--- src/rtl/pipeline_fetch.sv ---
// Instruction-fetch stage: PC, single-outstanding imem request, IF/ID register with stall buffer.
// Optional performance counters are built when PIPELINE_FETCH_PERF_EN is defined.
module pipeline_fetch #(
  parameter logic [31:0] RESET_PC = 32'h0000_0000
) (
  input  logic        clk,
  input  logic        reset,
  input  logic        stall,
  input  logic        redirect_valid,
  input  logic [31:0] redirect_pc,
  output logic        imem_req,
  output logic [31:0] imem_addr,
  input  logic        imem_rvalid,
  input  logic [31:0] imem_rdata,
  output logic [31:0] instr_out,
  output logic [31:0] pc_out,
  output logic        nop_output
`ifdef PIPELINE_FETCH_PERF_EN
  ,
  output logic [31:0] fetch_count,
  output logic [31:0] bubble_count
`endif
);

  // state    | meaning
  // ST_FETCH | request outstanding at req_addr
  // ST_HOLD  | stalled, one instruction parked in the buffer, no request
  // ST_DRAIN | wrong-path request still pending; its response is thrown away
  localparam logic [1:0] ST_FETCH = 2'd0;
  localparam logic [1:0] ST_HOLD  = 2'd1;
  localparam logic [1:0] ST_DRAIN = 2'd2;
  localparam logic [31:0] NOP_INSTR = 32'h0000_0013;

  logic [1:0]  state;
  logic [31:0] pc;
  logic [31:0] req_addr;
  logic [31:0] buf_instr;
  logic [31:0] buf_pc;
  logic        complete;
  logic [31:0] target_pc;
  logic        ld_bubble;
  logic        ld_instr;
  logic [31:0] ld_data;
  logic [31:0] ld_pc;

  assign imem_req  = (state == ST_FETCH) || (state == ST_DRAIN);
  assign imem_addr = req_addr;
  assign complete  = imem_req && imem_rvalid;
  assign target_pc = redirect_pc & ~32'h3;

  always_comb begin
    ld_bubble = 1'b0;
    ld_instr  = 1'b0;
    ld_data   = buf_instr;
    ld_pc     = buf_pc;
    if (redirect_valid) begin
      ld_bubble = 1'b1;
    end else begin
      case (state)
        ST_FETCH: begin
          if (!stall) begin
            if (complete) begin
              ld_instr = 1'b1;
              ld_data  = imem_rdata;
              ld_pc    = req_addr;
            end else begin
              ld_bubble = 1'b1;
            end
          end
        end
        ST_HOLD:  ld_instr  = !stall;
        ST_DRAIN: ld_bubble = !stall;
        default:  ld_bubble = 1'b1;
      endcase
    end
  end

  always_ff @(posedge clk) begin
    if (reset) begin
      state      <= ST_FETCH;
      pc         <= RESET_PC;
      req_addr   <= RESET_PC;
      buf_instr  <= 32'h0;
      buf_pc     <= 32'h0;
      instr_out  <= NOP_INSTR;
      pc_out     <= 32'h0;
      nop_output <= 1'b1;
    end else begin
      if (ld_bubble) begin
        instr_out  <= NOP_INSTR;
        pc_out     <= 32'h0;
        nop_output <= 1'b1;
      end else if (ld_instr) begin
        instr_out  <= ld_data;
        pc_out     <= ld_pc;
        nop_output <= 1'b0;
      end

      if (redirect_valid) begin
        pc        <= target_pc;
        buf_instr <= 32'h0;
        buf_pc    <= 32'h0;
        // A pending request cannot be withdrawn, so it must drain first.
        if ((state == ST_DRAIN) || ((state == ST_FETCH) && !complete)) begin
          state <= ST_DRAIN;
        end else begin
          req_addr <= target_pc;
          state    <= ST_FETCH;
        end
      end else begin
        case (state)
          ST_FETCH: begin
            if (complete) begin
              if (stall) begin
                buf_instr <= imem_rdata;
                buf_pc    <= req_addr;
                state     <= ST_HOLD;
              end else begin
                pc       <= req_addr + 32'd4;
                req_addr <= req_addr + 32'd4;
              end
            end
          end
          ST_HOLD: begin
            if (!stall) begin
              pc       <= buf_pc + 32'd4;
              req_addr <= buf_pc + 32'd4;
              state    <= ST_FETCH;
            end
          end
          ST_DRAIN: begin
            if (complete) begin
              req_addr <= pc;
              state    <= ST_FETCH;
            end
          end
          default: state <= ST_FETCH;
        endcase
      end
    end
  end

`ifdef PIPELINE_FETCH_PERF_EN
  always_ff @(posedge clk) begin
    if (reset) begin
      fetch_count  <= 32'h0;
      bubble_count <= 32'h0;
    end else begin
      if (ld_instr)  fetch_count  <= fetch_count + 32'd1;
      if (ld_bubble) bubble_count <= bubble_count + 32'd1;
    end
  end
`endif

endmodule

--- config.mk ---
export PLATFORM = sky130hd
export DESIGN_NAME = pipeline_fetch
export DESIGN_NICKNAME = d
export VERILOG_FILES = /design/src/rtl/pipeline_fetch.sv
export SDC_FILE = /design/constraint.sdc
export NUM_CORES = 1
export LEC_CHECK = 0
export ABC_CLOCK_PERIOD_IN_PS = 6010
export CAP_MARGIN = 20
export CORE_MARGIN = 3
export CORE_UTILIZATION = 55
export DETAILED_ROUTE_END_ITERATION = 8
export PLACE_DENSITY = 0.92
export SLEW_MARGIN = 30
export SYNTH_ARGS = -nofsm -noshare
export SYNTH_HDL_FRONTEND = slang
export SYNTH_SLANG_ARGS = --single-unit
--- constraint.sdc ---
create_clock -name clk -period 6.01 [get_ports clk]
set_input_delay 1.202 -clock clk [delete_from_list [all_inputs] [get_ports clk]]
set_output_delay 1.202 -clock clk [all_outputs]
set_load 0.01 [all_outputs]
---- Word level (Yosys, flattened, before mapping) ----
Cells that the tools add are included.
storage, ports and cells
  flip-flop bits (word level) ............. 195
  bits of input ports ..................... 69
  output and inout bits ................... 98
  word-level logic and storage cells ...... 71
operators by class
  add/sub/neg operators ................... 2
  equality and inequality tests ........... 11
  mux-type cells .......................... 32
  reduce and logical (&&, ||, !) cells .... 17
operator list
  kind                                                             count
  32-bit 2-to-1 mux                                                15
  32-bit one-hot mux with 3 select lines                           1
  32-bit by 3-bit adder with 32-bit output, second input constant  2
  32-bit one-hot mux with 2 select lines                           1
  3-bit inequality test, second input constant                     5
  2-bit 2-to-1 mux                                                 6
  4-bit AND reduction                                              3
  2-bit inequality test, second input constant                     4
  1-bit 2-to-1 mux                                                 6
  2-bit one-hot mux with 3 select lines                            1
  6-bit AND reduction                                              1
  4-bit nonzero test                                               1
  2-bit OR reduction                                               2
  1-bit one-hot mux with 3 select lines                            1
  3-bit AND reduction                                              1
  3-bit nonzero test                                               1
  2-bit by 1-bit == test with 1-bit output, second input constant  1
  2-bit == test, second input constant                             1
  1-bit logical AND                                                2
  1-bit zero test                                                  2
  2-bit zero test                                                  1
  1-bit logical OR                                                 2
  1-bit one-hot mux with 2 select lines                            1
  2-bit nonzero test                                               1

---- Logic depth before layout (Yosys ltp) ----
Gate-level depths: netlist of run 1.
  word-level depth ........................ 8
  mapped depth ............................ 11

---- Worst setup path before layout of run 1 ----
No wires, ideal clock.
  path type ............................... register to output
  start point ............................. reg state[0]
  end point ............................... out imem_req
  arrival time ............................ 1.540 ns
  setup slack ............................. 3.268 ns
  stages on the path, launching flop included .. 7
  cells stage by stage .................... dfxtp_1 -> inv_1 -> ha_1 -> clkbuf_1 -> buf_1 -> clkbuf_1 -> or2_2
between the ends
  longest elaborated chain between the ends .. 2
ends and longest elaborated chain
  item                                              line  RTL
  start: declaration                                34    logic [1:0] state;
  start signal: assignment                          80    state <= ST_FETCH;
  start signal: assignment                          105   state <= ST_DRAIN;
  start signal: assignment                          108   state <= ST_FETCH;
  2-bit == test or 2-bit zero test (tied branches)  46    assign imem_req = (state == ST_FETCH) || (state == ST_DRAIN);
  1-bit logical OR *                                46
  end: declaration                                  11    output logic imem_req,
Every way passes the cells marked *; elsewhere a longest branch is shown, timed or not.

---- Worst setup path in the final report of run 1 ----
  start point ............................. reg state[1]
  end point ............................... reg instr_out[0]
between the ends
  longest elaborated chain between the ends .. 8
ends and longest elaborated chain
  item                                              line    RTL
  2-bit == test or 2-bit zero test (tied branches)  46, 59
  1-bit logical OR                                  46
  1-bit logical AND                                 48      assign complete = imem_req && imem_rvalid;
  1-bit 2-to-1 mux                                  62      if (complete) begin
  1-bit 2-to-1 mux                                  61      if (!stall) begin
  1-bit one-hot mux with 3 select lines             59      case (state)
  1-bit 2-to-1 mux                                  56      if (redirect_valid) begin
  2-bit OR reduction (no source line)               --
  end signal: assignment                            94      instr_out <= ld_data;
  end: declaration                                  15      output logic [31:0] instr_out,
Parallel ways exist; a longest one is shown, timed or not.
A chain may end at the register's enable or synchronous reset.

==> flow_summary_export.csv, run 1 <==
group,metric,value,unit
clocking,ctsResizeCount,0,
synthesis,ys_warn_count,0,
power_and_ir_drop,p_int,2240,uW
synthesis,ys_ff_latch,195,
synthesis,syn_inst,1346,
power_and_ir_drop,leakagePower,0.00414,uW
clocking,ctsLongestPathBuffers,2,
grt,grt_max_degree,81,
power_and_ir_drop,power_density,255,mW/mm^2
flow_run,drv_cap,0,
sta,slew_headroom,38.0,%
synthesis,synth_top_family_by_area,"simple AND/OR/NAND/NOR gates",
routing,via_count,10700,
routing,ant_nets,0,
layout,post-route-util,70.3,%
synthesis,yosysTopAreaCell,"dfxtp_1",
layout,fillers,1370,
grt,use_met3,8.39,%
critical_path,critPathRequiredTime,6.33,ns
critical_path,crit_type,"reg -> reg",
floorplan,num_rows,48,
sta,setup_tns,0,ns
place,dpl_cell_area,0.0117,sq mm
critical_path,crit_arrival,4.28,ns
power_and_ir_drop,comb_power_share,15.4,%
routing,drt-vias-per-instance,6.40,
sta,finalSetupViolations,0,
layout,multi_input_area,0.00569,sq mm
floorplan,die_w,141,um
clocking,root_buffer,"clkbuf_16",
min_path,hold_class,"reg -> reg",
synthesis,yosys.area_share.simple,25.3,%
layout,seq_area,0.00390,sq mm
synthesis,synth_xor_area_share,4.60,%
synthesis,yosys-top-cells-count,"327 x nand2_1, 195 x dfxtp_1, 145 x nor2_1, 122 x a21oi_1, 91 x clkbuf_1",
synthesis,ys.flop_type,"dfxtp_1",
floorplan,coreArea,0.0176,sq mm
synthesis,yosysTopAreaCellShare,38.7,%
floorplan,ios,167,
sta,report.final.hold_viol_count,0,
critical_path,cp-start-kind,"flop",
synthesis,yosysSeqAreaShare,38.7,%
layout,drive_above_1_share,6.18,%
synthesis,synth_fa_ha_area_share,0.744,%
synthesis,synth.avg_cell_area,7.49,sq um
critical_path,slowest_stage,"nor2_1",
layout,antenna_cells,0,
routing,drt_wl_total,31900,um
floorplan,initial_utilization,57.3,%
sta,finalWorstSetupSlack,2.05,ns
synthesis,synth_area_leaders,"dfxtp_1 39%, nand2_1 12%, a21oi_1 6.1%",
clocking,post_cts_buffers,0,
clocking,clk_pin_slew_worst_paths,0.07,ns
grt,busiest_layer,"met2",
floorplan,die-area,0.0200,sq mm
clocking,clock_sinks,195,
grt,antenna_found_initial,1,
sta,clock.fmax,253,MHz
synthesis,syn-cell-area,0.0101,sq mm
critical_path,crit_chain,"inv_1 -> ha_1 -> buf_4 -> inv_2 -> nor2_1 -> nand2b_2 -> buf_4 -> nand2_1 -> a31oi_1 -> or2_2",
sta,rsz0062_at_grt,"no",
critical_path,worst-path-max-fanout,48,
sta,worstMarginPinSlew,0.926,ns
synthesis,yosysMostFrequentCell,"nand2_1",
floorplan,die_y,141,um
power_and_ir_drop,sequentialPowerShare,45.2,%
layout,area_growth,22.7,%
sta,min_period_over_period,65.8,%
critical_path,timing.critical_path.to_type,"flop",
place,port_buffers,164,
power_and_ir_drop,clkPwrFrac,39.3,%
clocking,clk_latency,0.44,ns
synthesis,synth-edff-count,0,
routing,first_pass_iters,7,
critical_path,slowest_delay,0.81,ns
grt,grt_util_met1,40.2,%
place,gp_congestion,0.942,
synthesis,synth_compound_area_share,23.7,%
clocking,cts_buffers,17,
place,dpl.hpwl,20600,um
layout,fin_area,0.0124,sq mm
routing,wl_per_cell,19.2,um
synthesis,synthDistinctLibCells,74,
sta,fin_crit,3.96,ns
synthesis,synth_mux_area_share,1.65,%
clocking,ctsHoldBuffers,0,
clocking,ctsHtreeMaxLevel,4,
power_and_ir_drop,switching_power,916,uW
sta,drv_slew,0,
routing,drtIter0Drc,1487,
run_status,status,"completed",
grt,grt-ovfl-total,0,
layout,final_nets,1502,
place,dp_slack,1.94,ns
power_and_ir_drop,swShare,29.0,%
synthesis,syn_nets,1421,
grt,grt_usage,31.0,%
critical_path,cpMostUsedCell,"buf_4",
grt,grt_util_met2,49.3,%
clocking,cts_tree,"done",
power_and_ir_drop,ir_drop,0.000234,V
grt,grt_pass1_vias,10000,
sta,finClkSkew,0.0116,ns
synthesis,async_flop_share,0,%
routing,drc_errors,0,
grt,grt_pass1_wl,51000,um
[layer usage]
metal | vias up | share of wire (%)
li1 | 4909 | -
met1 | 4996 | 40
met2 | 670 | 46
met3 | 82 | 11
met4 | 2 | 2.9
met5 | - | 0.028
[layout make-up]
cell class / instances / area share (%)
clock buffers: 18 / 3.55
clock inverters: 14 / 1.54
inverters: 18 / 0.546
multi-input cells: 1010 / 46.0
flip-flops and latches: 195 / 31.5
well taps: 225 / 2.27
repair buffers: 185 / 14.6
[critical path, delay by kind of cell, from the launching register on]
family | cells | cell delay, ns
AOI/OAI and AO/OA | 1 | 0.08
adders and majority gates | 1 | 0.29
buffers and inverters | 4 | 1.41
DFF | 1 | 0.35
and+or+nand+nor | 4 | 1.70
[cells in the final DEF, fill, tap and decap left out, types with 4 or more instances in the layout]
| cell | netlist | final |
|---|---|---|
| nand2_1 | 327 | 326 |
| dfxtp_1 | 195 | 195 |
| clkdlybuf4s50_1 | 0 | 162 |
| nor2_1 | 145 | 144 |
| a21oi_1 | 122 | 121 |
| a311oi_1 | 65 | 65 |
| xnor2_1 | 36 | 36 |
| nand3_1 | 27 | 26 |
| o21ai_0 | 25 | 24 |
| a211oi_1 | 21 | 21 |
| nand4_1 | 20 | 20 |
| buf_4 | 0 | 19 |
| xor2_1 | 17 | 17 |
| clkbuf_16 | 0 | 17 |
| inv_1 | 17 | 16 |
| nor3_1 | 17 | 16 |
| mux2i_1 | 14 | 14 |
| a221oi_1 | 13 | 13 |
| o211ai_1 | 12 | 12 |
| a31oi_1 | 11 | 11 |
| a22oi_1 | 9 | 9 |
| and3_1 | 9 | 8 |
| or2_2 | 6 | 6 |
| nand2b_1 | 7 | 6 |
| nor4_1 | 7 | 6 |
| a2111oi_0 | 5 | 5 |
| o22ai_1 | 5 | 5 |
| a21boi_0 | 5 | 5 |
| ha_1 | 6 | 5 |
| and4_1 | 4 | 4 |
| o32ai_1 | 4 | 4 |
| a32oi_1 | 4 | 4 |
| o221ai_1 | 4 | 4 |
| o21a_1 | 4 | 4 |
| o311ai_0 | 4 | 4 |
| inv_8 | 0 | 4 |
[sequential cells by signal, indices dropped and copies added, names as in the netlist]
register and cells:
buf_instr 32, nop_output 1, buf_pc 32, imem_addr 32
instr_out 32, pc 32, pc_out 32, state 2
[logic make-up (layout without fill, tap and decap cells)]
| logic type | Yosys count | count (layout) |
|---|---|---|
| AO/OA/AOI/OAI | 345 | 345 |
| XOR/XNOR | 53 | 53 |
| adder cells (fa/ha/maj) | 6 | 6 |
| buffers and inverters | 141 | 235 |
| flip-flops | 195 | 195 |
| multiplexers | 16 | 16 |
| AND/OR/NAND/NOR | 590 | 590 |
[worst paths after layout]
kind / start / depth (start not counted) / slack (ns) / to
setup / recovery: state[1]$_SDFFE_PP0P_ / 10 / 2.05 / instr_out[0]$_SDFFE_PP1P_
hold / removal: buf_instr[24]$_SDFFE_PP0P_ / 2 / 0.46 / buf_instr[24]$_SDFFE_PP0P_
hold reg to reg: buf_instr[24]$_SDFFE_PP0P_ / 2 / 0.46 / buf_instr[24]$_SDFFE_PP0P_
setup reg to reg: state[1]$_SDFFE_PP0P_ / 10 / 2.05 / instr_out[0]$_SDFFE_PP1P_
[through the flow]
step	std cells	hold WS, ns	power [uW]
6_report	1665	0.457	3150
3_5_place_dp	1632	0.447	1920
5_1_grt	1665	0.479	3240
3_3_place_gp	1631	0.442	1910
2_1_floorplan	1346	0.437	1720
4_1_cts	1664	0.457	3140
[power by group through the flow]
stage                     clock, uW  sequential (uW)  combinational, uW
after floorplan                   0             1430                286
after global placement            0             1450                456
after detailed placement          0             1450                471
after CTS                      1240             1420                474
after global routing           1280             1430                523
final                          1240             1430                487
(Power assumes the default switching activity.)
==> run 2, diff against run 1 <==
--- a/config.mk
+++ b/config.mk
@@ -5,12 +5,12 @@
 export SDC_FILE = /design/constraint.sdc
 export NUM_CORES = 1
 export LEC_CHECK = 0
-export ABC_CLOCK_PERIOD_IN_PS = 6010
+export ABC_CLOCK_PERIOD_IN_PS = 3870
 export CAP_MARGIN = 20
 export CORE_MARGIN = 3
-export CORE_UTILIZATION = 55
+export CORE_UTILIZATION = 54
 export DETAILED_ROUTE_END_ITERATION = 8
-export PLACE_DENSITY = 0.92
+export PLACE_DENSITY = 0.91
 export SLEW_MARGIN = 30
 export SYNTH_ARGS = -nofsm -noshare
 export SYNTH_HDL_FRONTEND = slang
==> constraint.sdc (replaced) <==
create_clock -name clk -period 3.87 [get_ports clk]
set_input_delay 0.774 -clock clk [delete_from_list [all_inputs] [get_ports clk]]
set_output_delay 0.774 -clock clk [all_outputs]
set_load 0.01 [all_outputs]
==> flow_summary_export.csv, run 2 (synthesis results as in run 1) <==
group,metric,value,unit
floorplan,die-area,0.0204,sq mm
critical_path,timing.critical_path.to_type,"flop",
critical_path,crit_arrival,3.16,ns
power_and_ir_drop,leakagePower,0.00420,uW
grt,grt_pass1_vias,10100,
sta,finalSetupViolations,0,
layout,fillers,1432,
clocking,clk_pin_slew_worst_paths,0.07,ns
clocking,clk_latency,0.44,ns
routing,ant_nets,0,
routing,wl_per_cell,19.1,um
power_and_ir_drop,power_density,387,mW/mm^2
min_path,hold_class,"reg -> reg",
critical_path,slowest_delay,0.81,ns
clocking,root_buffer,"clkbuf_16",
critical_path,worst-path-max-fanout,8,
grt,grt_max_degree,89,
sta,clock.fmax,348,MHz
routing,drtIter0Drc,1315,
place,dpl.hpwl,21200,um
routing,drt_wl_total,32100,um
grt,grt-ovfl-total,0,
clocking,post_cts_buffers,0,
layout,final_common_cell,"nand2_1",
floorplan,die_y,143,um
routing,via_count,10700,
sta,finClkSkew,0.00854,ns
clocking,cts_tree,"done",
routing,first_pass_iters,5,
routing,drt-vias-per-instance,6.40,
clocking,ctsLongestPathBuffers,2,
routing,drc_errors,0,
sta,worstMarginPinSlew,0.934,ns
critical_path,critPathRequiredTime,4.15,ns
critical_path,crit_chain,"nand4_1 -> nor4_1 -> nand4_1 -> xnor2_1 -> a221oi_1 -> a221oi_1",
floorplan,die_w,143,um
grt,antenna_found_initial,0,
floorplan,initial_utilization,55.6,%
layout,final_cell_mix,"326 x nand2_1, 195 x dfxtp_1, 162 x clkdlybuf4s50_1",
grt,grt_pass1_wl,51000,um
clocking,ctsHoldBuffers,0,
sta,drv_slew,0,
place,port_buffers,164,
layout,final_nets,1511,
layout,drive_above_1_share,6.49,%
sta,fin_crit,2.88,ns
grt,grt_usage,30.7,%
clocking,ctsHtreeMaxLevel,4,
sta,rsz0062_at_grt,"no",
clocking,cts_buffers,17,
floorplan,coreArea,0.0181,sq mm
run_status,status,"completed",
layout,area_growth,23.6,%
sta,report.final.hold_viol_count,0,
layout,post-route-util,68.7,%
place,gp_congestion,0.972,
sta,setup_tns,0,ns
floorplan,ios,167,
critical_path,slowest_stage,"nor4_1",
critical_path,cp-start-kind,"flop",
power_and_ir_drop,ir_drop,0.000364,V
critical_path,crit_type,"reg -> reg",
flow_run,drv_cap,0,
sta,slew_headroom,37.7,%
layout,antenna_cells,0,
clocking,ctsResizeCount,0,
clocking,clock_sinks,195,
sta,min_period_over_period,74.3,%
floorplan,num_rows,49,
run 2: cell types whose count changed in the layout (fill, tap and decap cells not counted), sizes merged:
cell / previous run / this run
buf: 23 / 32
clkinv: 3 / 7
inv: 24 / 20
clkbuf: 18 / 20
clkinvlp: 2 / 0
run 2: final timing paths:
check                                                from                         to  slack [ns]  cells past startpoint
worst max-delay path            imem_addr[7]$_SDFFE_PP0P_        pc[29]$_SDFFE_PP0P_        0.99                      6
worst min-delay path            buf_instr[5]$_SDFFE_PP0P_  buf_instr[5]$_SDFFE_PP0P_        0.46                      2
worst max register to register  imem_addr[7]$_SDFFE_PP0P_        pc[29]$_SDFFE_PP0P_        0.99                      6
worst min register to register  buf_instr[5]$_SDFFE_PP0P_  buf_instr[5]$_SDFFE_PP0P_        0.46                      2
run 2: critical path, delay by kind of cell (launching register included):
kind,cells,cell delay (ns)
xor gates and xnor gates,1,0.20
AOI/OAI and AO/OA,2,0.43
and+or+nand+nor,3,1.56
DFF,1,0.52
run 2: where the power goes:
part	switching, uW	internal (uW)
combinational	437	332
sequential	117	2090
clock	794	1050
total	1350	3480
run 2: metal layers:
metal / track usage, % / wire length [um] / part of all wire [%]
met4: 14.9 / 1340 / 4.2
met2: 50.0 / 15100 / 47
met1: 37.9 / 12300 / 38
met3: 8.20 / 3400 / 11
met5: 0 / 0 / 0
run 2: through the flow:
| step | setup slack, ns | cells | hold slack [ns] | power (uW) | instance area, sq um |
|---|---|---|---|---|---|
| global placement | 0.672 | 1646 | 0.442 | 2980 | 11900 |
| CTS | 1.01 | 1678 | 0.456 | 4820 | 12500 |
| global route | 0.804 | 1678 | 0.476 | 4990 | 12500 |
| finish | 0.994 | 1678 | 0.456 | 4830 | 12500 |
| floorplan | 1.56 | 1346 | 0.437 | 2660 | 10100 |
| detailed placement | 0.685 | 1646 | 0.447 | 3000 | 11900 |
run 2: layout make-up:
cell class | instances | area (sq um) | area share [%]
clock buffers | 20 | 457 | 3.66
clock inverters | 12 | 150 | 1.20
inverters | 18 | 67.6 | 0.542
multi-input cells | 1010 | 5680 | 45.6
flip-flops and latches | 195 | 3900 | 31.3
well taps | 229 | 287 | 2.30
repair buffers | 194 | 1920 | 15.4
